File: src/rtl/wb_seq_pkg.sv
// Shared opcode and FSM state encodings for the Wishbone command sequencer,
// for reuse by table generators and benches.
package wb_seq_pkg;

  localparam logic [1:0] OP_WRITE = 2'b00;
  localparam logic [1:0] OP_READ  = 2'b01;
  localparam logic [1:0] OP_POLL  = 2'b10;
  localparam logic [1:0] OP_END   = 2'b11;

  localparam logic [2:0] ST_IDLE     = 3'd0;
  localparam logic [2:0] ST_FETCH    = 3'd1;
  localparam logic [2:0] ST_WAIT_ACK = 3'd2;
  localparam logic [2:0] ST_RELEASE  = 3'd3;
  localparam logic [2:0] ST_DONE     = 3'd4;
  localparam logic [2:0] ST_ERROR    = 3'd5;

endpackage

File: src/rtl/wb_seq_timeout.sv
// Loadable down-counter for the ack timeout; expire fires on the TIMEOUT-th
// enabled cycle after load, so the bus is held exactly TIMEOUT clocks.
module wb_seq_timeout #(
  parameter int TIMEOUT = 1023
) (
  input  logic clock,
  input  logic reset,
  input  logic load,
  input  logic en,
  output logic expire
);

  localparam int CW = $clog2(TIMEOUT + 1);

  logic [CW-1:0] cnt;

  always_ff @(posedge clock or posedge reset) begin
    if (reset)                 cnt <= '0;
    else if (load)             cnt <= CW'(TIMEOUT);
    else if (en && cnt != '0)  cnt <= cnt - 1'b1;
  end

  assign expire = en && (cnt <= CW'(1));

endmodule

File: src/rtl/wb_cmd_sequencer.sv
// Table-driven Wishbone master replaying WRITE/READ/POLL/END entries from an
// external table. Optional ack timeout is built when WB_SEQ_TIMEOUT_EN is defined.
module wb_cmd_sequencer
  import wb_seq_pkg::*;
#(
  parameter int ADDR_W   = 8,
  parameter int DATA_W   = 8,
  parameter int DEPTH    = 16,
  parameter int POLL_MAX = 255,
  parameter int TIMEOUT  = 1023,
  localparam int IDX_W   = (DEPTH > 1) ? $clog2(DEPTH) : 1
) (
  input  logic              clock,
  input  logic              reset,
  input  logic              start,
  output logic              busy,
  output logic              done,
  output logic              error,
  output logic [IDX_W-1:0]  err_idx,
  output logic [IDX_W-1:0]  cmd_idx,
  input  logic [1:0]        cmd_op,
  input  logic [ADDR_W-1:0] cmd_adr,
  input  logic [DATA_W-1:0] cmd_dat,
  input  logic [DATA_W-1:0] cmd_mask,
  output logic              rd_valid,
  output logic [DATA_W-1:0] rd_data,
  output logic [IDX_W-1:0]  rd_idx,
  output logic              wb_cyc,
  output logic              wb_stb,
  output logic              wb_we,
  output logic [ADDR_W-1:0] wb_adr,
  output logic [DATA_W-1:0] wb_dat_i,
  input  logic [DATA_W-1:0] wb_dat_o,
  input  logic              wb_ack
);

  logic [2:0]        state;
  logic [1:0]        op_q;
  logic [DATA_W-1:0] cap;
  logic [7:0]        poll_cnt;
  logic [7:0]        poll_nxt;
  logic              last, poll_ok, tmo;

  assign poll_nxt = poll_cnt + 8'd1;
  assign last     = (cmd_idx == IDX_W'(DEPTH - 1));
  assign poll_ok  = ((cap & cmd_mask) == (cmd_dat & cmd_mask));
  assign busy     = (state == ST_FETCH) || (state == ST_WAIT_ACK) || (state == ST_RELEASE);

`ifdef WB_SEQ_TIMEOUT_EN
  wb_seq_timeout #(.TIMEOUT(TIMEOUT)) u_tmo (
    .clock  (clock),
    .reset  (reset),
    .load   (state == ST_FETCH),
    .en     (state == ST_WAIT_ACK),
    .expire (tmo)
  );
`else
  // No ack timeout in this build: WAIT_ACK waits for the slave indefinitely.
  assign tmo = (TIMEOUT < 0);
`endif

  always_ff @(posedge clock or posedge reset) begin
    if (reset) begin
      state    <= ST_IDLE;
      cmd_idx  <= '0;
      poll_cnt <= '0;
      op_q     <= OP_WRITE;
      cap      <= '0;
      done     <= 1'b0;
      error    <= 1'b0;
      err_idx  <= '0;
      rd_valid <= 1'b0;
      rd_data  <= '0;
      rd_idx   <= '0;
      wb_cyc   <= 1'b0;
      wb_stb   <= 1'b0;
      wb_we    <= 1'b0;
      wb_adr   <= '0;
      wb_dat_i <= '0;
    end else begin
      rd_valid <= 1'b0;
      case (state)
        ST_IDLE, ST_DONE, ST_ERROR: begin
          if (start) begin
            done     <= 1'b0;
            error    <= 1'b0;
            cmd_idx  <= '0;
            poll_cnt <= '0;
            state    <= ST_FETCH;
          end
        end
        ST_FETCH: begin
          op_q <= cmd_op;
          if (cmd_op == OP_END) begin
            done  <= 1'b1;
            state <= ST_DONE;
          end else begin
            wb_cyc   <= 1'b1;
            wb_stb   <= 1'b1;
            wb_we    <= (cmd_op == OP_WRITE);
            wb_adr   <= cmd_adr;
            wb_dat_i <= (cmd_op == OP_WRITE) ? cmd_dat : '0;
            state    <= ST_WAIT_ACK;
          end
        end
        ST_WAIT_ACK: begin
          // Ack wins over a timeout expiring in the same cycle.
          if (wb_ack || tmo) begin
            wb_cyc   <= 1'b0;
            wb_stb   <= 1'b0;
            wb_we    <= 1'b0;
            wb_adr   <= '0;
            wb_dat_i <= '0;
            if (wb_ack) begin
              cap   <= wb_dat_o;
              state <= ST_RELEASE;
              if (op_q == OP_READ) begin
                rd_valid <= 1'b1;
                rd_data  <= wb_dat_o;
                rd_idx   <= cmd_idx;
              end
            end else begin
              error   <= 1'b1;
              err_idx <= cmd_idx;
              state   <= ST_ERROR;
            end
          end
        end
        ST_RELEASE: begin
          if (!wb_ack) begin
            if (op_q != OP_POLL || poll_ok) begin
              poll_cnt <= '0;
              if (last) begin
                done  <= 1'b1;
                state <= ST_DONE;
              end else begin
                cmd_idx <= cmd_idx + 1'b1;
                state   <= ST_FETCH;
              end
            end else begin
              poll_cnt <= poll_nxt;
              if (poll_nxt == 8'(POLL_MAX)) begin
                error   <= 1'b1;
                err_idx <= cmd_idx;
                state   <= ST_ERROR;
              end else begin
                state <= ST_FETCH;
              end
            end
          end
        end
        default: state <= ST_IDLE;
      endcase
    end
  end

endmodule

File: config.mk
export PLATFORM = sky130hd
export DESIGN_NAME = wb_cmd_sequencer
export DESIGN_NICKNAME = d
export VERILOG_FILES = /design/src/rtl/wb_seq_pkg.sv /design/src/rtl/wb_seq_timeout.sv /design/src/rtl/wb_cmd_sequencer.sv
export SDC_FILE = /design/constraint.sdc
export NUM_CORES = 1
export LEC_CHECK = 0
export BUFFER_PORTS_ARGS = -buffer_cell sky130_fd_sc_hd__buf_2
export CORE_ASPECT_RATIO = 1.2
export CORE_MARGIN = 5
export CORE_UTILIZATION = 40
export CTS_CLUSTER_DIAMETER = 200
export DETAILED_ROUTE_END_ITERATION = 6
export PLACE_DENSITY = 0.66
export SETUP_SLACK_MARGIN = 0.15
export SYNTH_ARGS = -nofsm -noshare
export SYNTH_HDL_FRONTEND = slang
export SYNTH_SLANG_ARGS = --single-unit
export TNS_END_PERCENT = 20
File: constraint.sdc
create_clock -name clock -period 2.3 [get_ports clock]
set_input_delay 0.46 -clock clock [delete_from_list [all_inputs] [get_ports clock]]
set_output_delay 0.46 -clock clock [all_outputs]
set_load 0.005 [all_outputs]
## Word-level counts from Yosys, hierarchy flattened

Index checks and enable logic that the tools add are counted.

- Bits in registers: 62
- Input bits: 38
- Output and inout bits: 43
- Logic and storage cells: 101

- Add/subtract/negate cells: 2
- Equal/unequal tests: 21
- Mux-type cells: 41
- Bitwise gates (word level): 4
- Reduce and logical (&&, ||, !) cells: 18

Operators by type and width:

| operator | number |
|---|---|
| 8-bit two-way mux | 7 |
| 8-bit case mux with 2 select lines | 3 |
| 3-bit two-way mux | 7 |
| 8-bit bitwise AND | 2 |
| 4-bit two-way mux | 4 |
| 2-bit != test (second input constant) | 8 |
| 1-bit two-way mux | 14 |
| 3-bit case mux with 4 select lines | 1 |
| 3-bit AND reduction | 4 |
| 5-bit AND reduction | 2 |
| 8-bit by 1-bit adder with 8-bit output (second input constant) | 1 |
| 8-bit == test | 1 |
| 8-bit == test (second input constant) | 1 |
| 4-bit case mux with 2 select lines | 1 |
| 3-bit by 2-bit == test with 1-bit output (second input constant) | 2 |
| 3-bit == test (second input constant) | 2 |
| 2-bit by 1-bit != test with 1-bit output (second input constant) | 3 |
| 1-bit case mux with 2 select lines | 3 |
| 6-bit AND reduction | 1 |
| 4-bit by 1-bit adder with 4-bit output (second input constant) | 1 |
| 4-bit == test (second input constant) | 1 |
| 4-bit AND reduction | 1 |
| 2-bit nonzero test | 2 |
| 3-bit by 1-bit == test with 1-bit output (second input constant) | 1 |
| other kinds (10) | 13 |

## Logic depth before layout (Yosys ltp)

- Depth after elaboration: 6
- Depth in mapped cells: 8
- Mapped depth without buffers: 7

## Worst setup path before layout

No wires, ideal clock.

- Path type: register to register
- From: register poll_cnt[1]
- To: register err_idx[0]
- Setup time: 0.125 ns
- Arrival time: 2.041 ns
- Data required time: 2.175 ns
- Path slack: 0.135 ns
- Stages on the path, launching flop included: 8
- Buffers on the path: 0
- Period minus slack after synthesis: 2.165 ns
- Cells stage by stage: dfrtp_1 -> ha_1 -> nand3_1 -> xnor2_1 -> nand3_1 -> or4_4 -> nor3_4 -> mux2_2

- Word-level cells in the longest chain between the ends: 3

RTL lines:

| item | RTL line | source |
|---|---|---|
| start: declaration | wb_cmd_sequencer.sv:40 | `logic [7:0] poll_cnt;` |
| start signal: assignment | wb_cmd_sequencer.sv:141 | `poll_cnt <= poll_nxt;` |
| 8-bit by 1-bit adder with 8-bit output | wb_cmd_sequencer.sv:44 | `assign poll_nxt = poll_cnt + 8'd1;` |
| 8-bit == test | wb_cmd_sequencer.sv:142 | `if (poll_nxt == 8'(POLL_MAX)) begin` |
| 4-bit AND reduction (no line) | n/a |  |
| end signal: assignment | wb_cmd_sequencer.sv:124 | `err_idx <= cmd_idx;` |
| end signal: assignment | wb_cmd_sequencer.sv:144 | `err_idx <= cmd_idx;` |
| end: declaration | wb_cmd_sequencer.sv:19 | `output logic [IDX_W-1:0] err_idx,` |

Every way passes these cells.
A chain may end at the register's enable or synchronous reset.

## Worst setup path in the final report

- From: register poll_cnt[1]
- To: register err_idx[1]

The elaborated chain is that of the path after synthesis.

==> metrics.json <==
{
  "grt-ovfl-total": {"value": 0},
  "clk_latency": {"value": 0.34, "unit": "ns"},
  "grt_pass1_wl": {"value": 11.8, "unit": "mm"},
  "place.port_buffers": {"value": 80},
  "cts_hold_buf": {"value": 0},
  "grt_pass1_vias": {"value": 2413},
  "final_min_period_over_clock_period": {"value": 0.962},
  "die_area": {"value": 9080, "unit": "um^2"},
  "io-pin-count": {"value": 81},
  "crit_arrival": {"value": 2.44, "unit": "ns"},
  "gp_congestion": {"value": 0.810},
  "initial_utilization": {"value": 0.404},
  "crit_required": {"value": 2.53, "unit": "ns"},
  "maximum_number_of_pins_on_one_net_before_global_route_repair": {"value": 25},
  "yosys.cell_count.top_type": {"value": "nand2_1"},
  "powerDensity": {"value": 1140, "unit": "nW/um^2"},
  "total_power": {"value": 4.18, "unit": "mW"},
  "worst_path_largest_cell_delay": {"value": 0.53, "unit": "ns"},
  "ys_seq_elements": {"value": 62},
  "antennaDiodeCount": {"value": 0},
  "x_dimension_of_the_die": {"value": 87.8, "unit": "um"},
  "vias": {"value": 2390},
  "die_height": {"value": 103, "unit": "um"},
  "placedInstanceArea": {"value": 3450, "unit": "um^2"},
  "grt_setup_unrepaired": {"value": "yes"},
  "postSynthCellCount": {"value": 283},
  "timing.slew.headroom": {"value": 0.695},
  "yosysTopAreaCellShare": {"value": 0.534},
  "startpoint_type": {"value": "flop"},
  "synth.top_cells.by_count": {"value": "69 x nand2_1, 62 x dfrtp_1, 15 x mux2_2, 15 x nand3_1"},
  "final_area": {"value": 3670, "unit": "um^2"},
  "syn_nets": {"value": 324},
  "post_route_minimum_period": {"value": 2.21, "unit": "ns"},
  "detail-route-antenna-nets": {"value": 0},
  "power.leakage": {"value": 1.92, "unit": "nW"},
  "avgRoutedWirePerCell": {"value": 15.7, "unit": "um"},
  "vias_per_cell": {"value": 5.10},
  "finalMaxSlewViolations": {"value": 0},
  "placeableCoreArea": {"value": 7190, "unit": "um^2"},
  "postSynth.asyncResetShare": {"value": 1.00},
  "cts_max_level": {"value": 3},
  "maxCapViolCount": {"value": 0},
  "hold_violations": {"value": 0},
  "clockBufferDepth": {"value": 2},
  "outcome": {"value": "complete, no violations"},
  "synth_edf_count": {"value": 0},
  "synth_area_leader_cell": {"value": "dfrtp_1"},
  "fillers": {"value": 685},
  "postLayoutCoreUtil": {"value": 0.511},
  "crit_path_cells": {"value": "ha_2, nand3_1, xnor2_1, nand3_1, or4_4, nor3_4, mux2_2"},
  "placement_rows": {"value": 34},
  "critPathKind": {"value": "reg -> reg"},
  "place_worst_setup_slack": {"value": 0.0457, "unit": "ns"},
  "design.final.nets": {"value": 415},
  "min_path_type": {"value": "in -> async"},
  "synthFlopType": {"value": "dfrtp_1"},
  "drt_first_pass_iters": {"value": 4},
  "max_freq": {"value": 452, "unit": "MHz"},
  "clock_skew": {"value": 0.00998, "unit": "ns"},
  "clock_sinks": {"value": 62},
  "cts_root_buffer": {"value": "clkbuf_8"},
  "place_hpwl": {"value": 5.53, "unit": "mm"},
  "critical-path-top-cell-by-count": {"value": "nand3_1"},
  "drt_wl_total": {"value": 7.36, "unit": "mm"},
  "synth-warning-count": {"value": 0},
  "antenna_found_initial": {"value": 0},
  "irDropWorstVdd": {"value": 0.561, "unit": "mV"},
  "synth.top_cells.by_area": {"value": "dfrtp_1 53%, nand2_1 8.9%, mux2_2 5.8%"},
  "critical_path.max_fanout": {"value": 6},
  "timing_worst_slew_pin_value": {"value": 0.457, "unit": "ns"},
  "crit_path_end_kind": {"value": "flop"},
  "area_growth_syn_to_fin": {"value": 26.4, "unit": "%"},
  "fraction_of_layout_instances_using_a_drive_strength_above_1": {"value": 0.359},
  "critical-path-slowest-cell": {"value": "or4_4"},
  "cts_inserted_buffers": {"value": 9},
  "detail_route.drc_violations": {"value": 0},
  "post_synth_instance_area": {"value": 2910, "unit": "um^2"},
  "delay_heaviest_family_cp": {"value": "simple AND/OR/NAND/NOR gates"},
  "setup_slack": {"value": 0.0875, "unit": "ns"},
  "detail_route.iter0.violations": {"value": 137},
  "avgSynthCellArea": {"value": 10.3, "unit": "um^2"},
  "timing.final.setup_violations": {"value": 0},
  "clk_transition_reported_paths": {"value": 0.07, "unit": "ns"},
  "synth.distinct_cells": {"value": 48},
  "critical_path_buf_inv_count": {"value": 0},
  "cts_tree": {"value": "yes"},
  "groute.usage.overall": {"value": 0.171},
  "post_synthesis_sequential_area_ratio": {"value": 0.534}
}
## sequential cells by signal (all words and copies together), names as in the netlist
| register | cells |
|---|---|
| cap | 8 |
| poll_cnt | 8 |
| rd_data | 8 |
| wb_adr | 8 |
| wb_dat_i | 8 |
| cmd_idx | 4 |
| err_idx | 4 |
| rd_idx | 4 |
| state | 3 |
| op_q | 2 |
| done | 1 |
| error | 1 |
| rd_valid | 1 |
| wb_stb | 1 |
| wb_we | 1 |
## power by group
part	total (mW)	switching (mW)	internal, mW	leakage (nW)
Sequential	1.74	0.285	1.46	0.805
Combinational	1.46	0.756	0.705	1.02
Clock	0.976	0.418	0.559	0.0996
Total	4.18	1.46	2.72	1.92
## metal layers
layer  wire, um  track usage  share of wire
met4        210       0.0909          0.029
met3        338       0.0365          0.046
met5          0            0              0
met2       3710        0.283           0.50
met1       3100        0.210           0.42
## what timing repair did
| item | in CTS | in global routing |
|---|---|---|
| endpoints found under the setup margin | 4 | 8 |
| setup buffers | 2 | 0 |
| gates resized for setup | 1 | 1 |
| hold endpoints to repair | 0 | 0 |
## cells in the final DEF, fill, tap and decap left out, types with 3 or more instances in the layout
cell      Yosys  routed
buf_2         4      80
nand2_1      69      69
dfrtp_1      62      61
buf_4         2      16
mux2_2       15      15
nand3_1      15      15
clkbuf_8      0      11
a22o_1       10      10
nor2_1       10       9
xor2_1        9       9
nor2b_1       5       5
a22oi_1       5       5
o21ai_0       5       5
inv_1         5       4
a21oi_1       4       4
xnor2_1       4       4
nand3b_1      3       3
nor2_2        2       3
or3_1         3       3
a21o_1        3       3
nor3_1        3       3
mux2i_1       3       3
## kinds of logic after synthesis
group,count (synthesis),synth area share
buffers and inverters,21,0.0319
flip-flops,62,0.534
XOR/XNOR,13,0.0392
AO/OA/AOI/OAI,41,0.106
multiplexers,18,0.0685
AND/OR/NAND/NOR,125,0.207
adder cells (fa/ha/maj),3,0.0129
## final timing paths
kind	from	to	slack, ns	cells past startpoint
max	poll_cnt[1]	err_idx[1]	0.09	7
min	reset	cmd_idx[1]	0.11	2
max reg2reg	poll_cnt[1]	err_idx[1]	0.09	7
min reg2reg	rd_data[5]	rd_data[5]	0.48	2
max in group asynchronous	reset	wb_dat_i[6]	1.50	3
min in group clock	cmd_adr[4]	wb_adr[4]	0.30	3
## worst reg2reg max path: cells and delay by family (launching register included)
kind / cells / cell delay [ns]
XOR/XNOR: 1 / 0.15
adder cells (fa/ha/maj): 1 / 0.23
flip-flops: 1 / 0.42
multiplexers: 1 / 0.36
AND/OR/NAND/NOR: 4 / 0.94
## stage by stage
stage / std cells / TNS [ns] / hold slack (ns)
detailed placement: 451 / 0 / 0.461
global placement: 451 / 0 / 0.453
floorplan: 283 / 0 / 0.469
CTS: 469 / 0 / 0.123
finish: 469 / 0 / 0.114
global route: 469 / -0.00223 / 0.139
## final cells by class
type | count | area, um^2 | area share
Clock inverter | 3 | 42.5 | 0.0116
Clock buffer | 13 | 159 | 0.0433
Sequential cell | 62 | 1550 | 0.423
Multi-Input combinational cell | 200 | 1270 | 0.345
Timing Repair Buffer | 96 | 520 | 0.142
Inverter | 5 | 18.8 | 0.00511
Tap cell | 90 | 113 | 0.0307
Power figures use the tool's default switching activity.
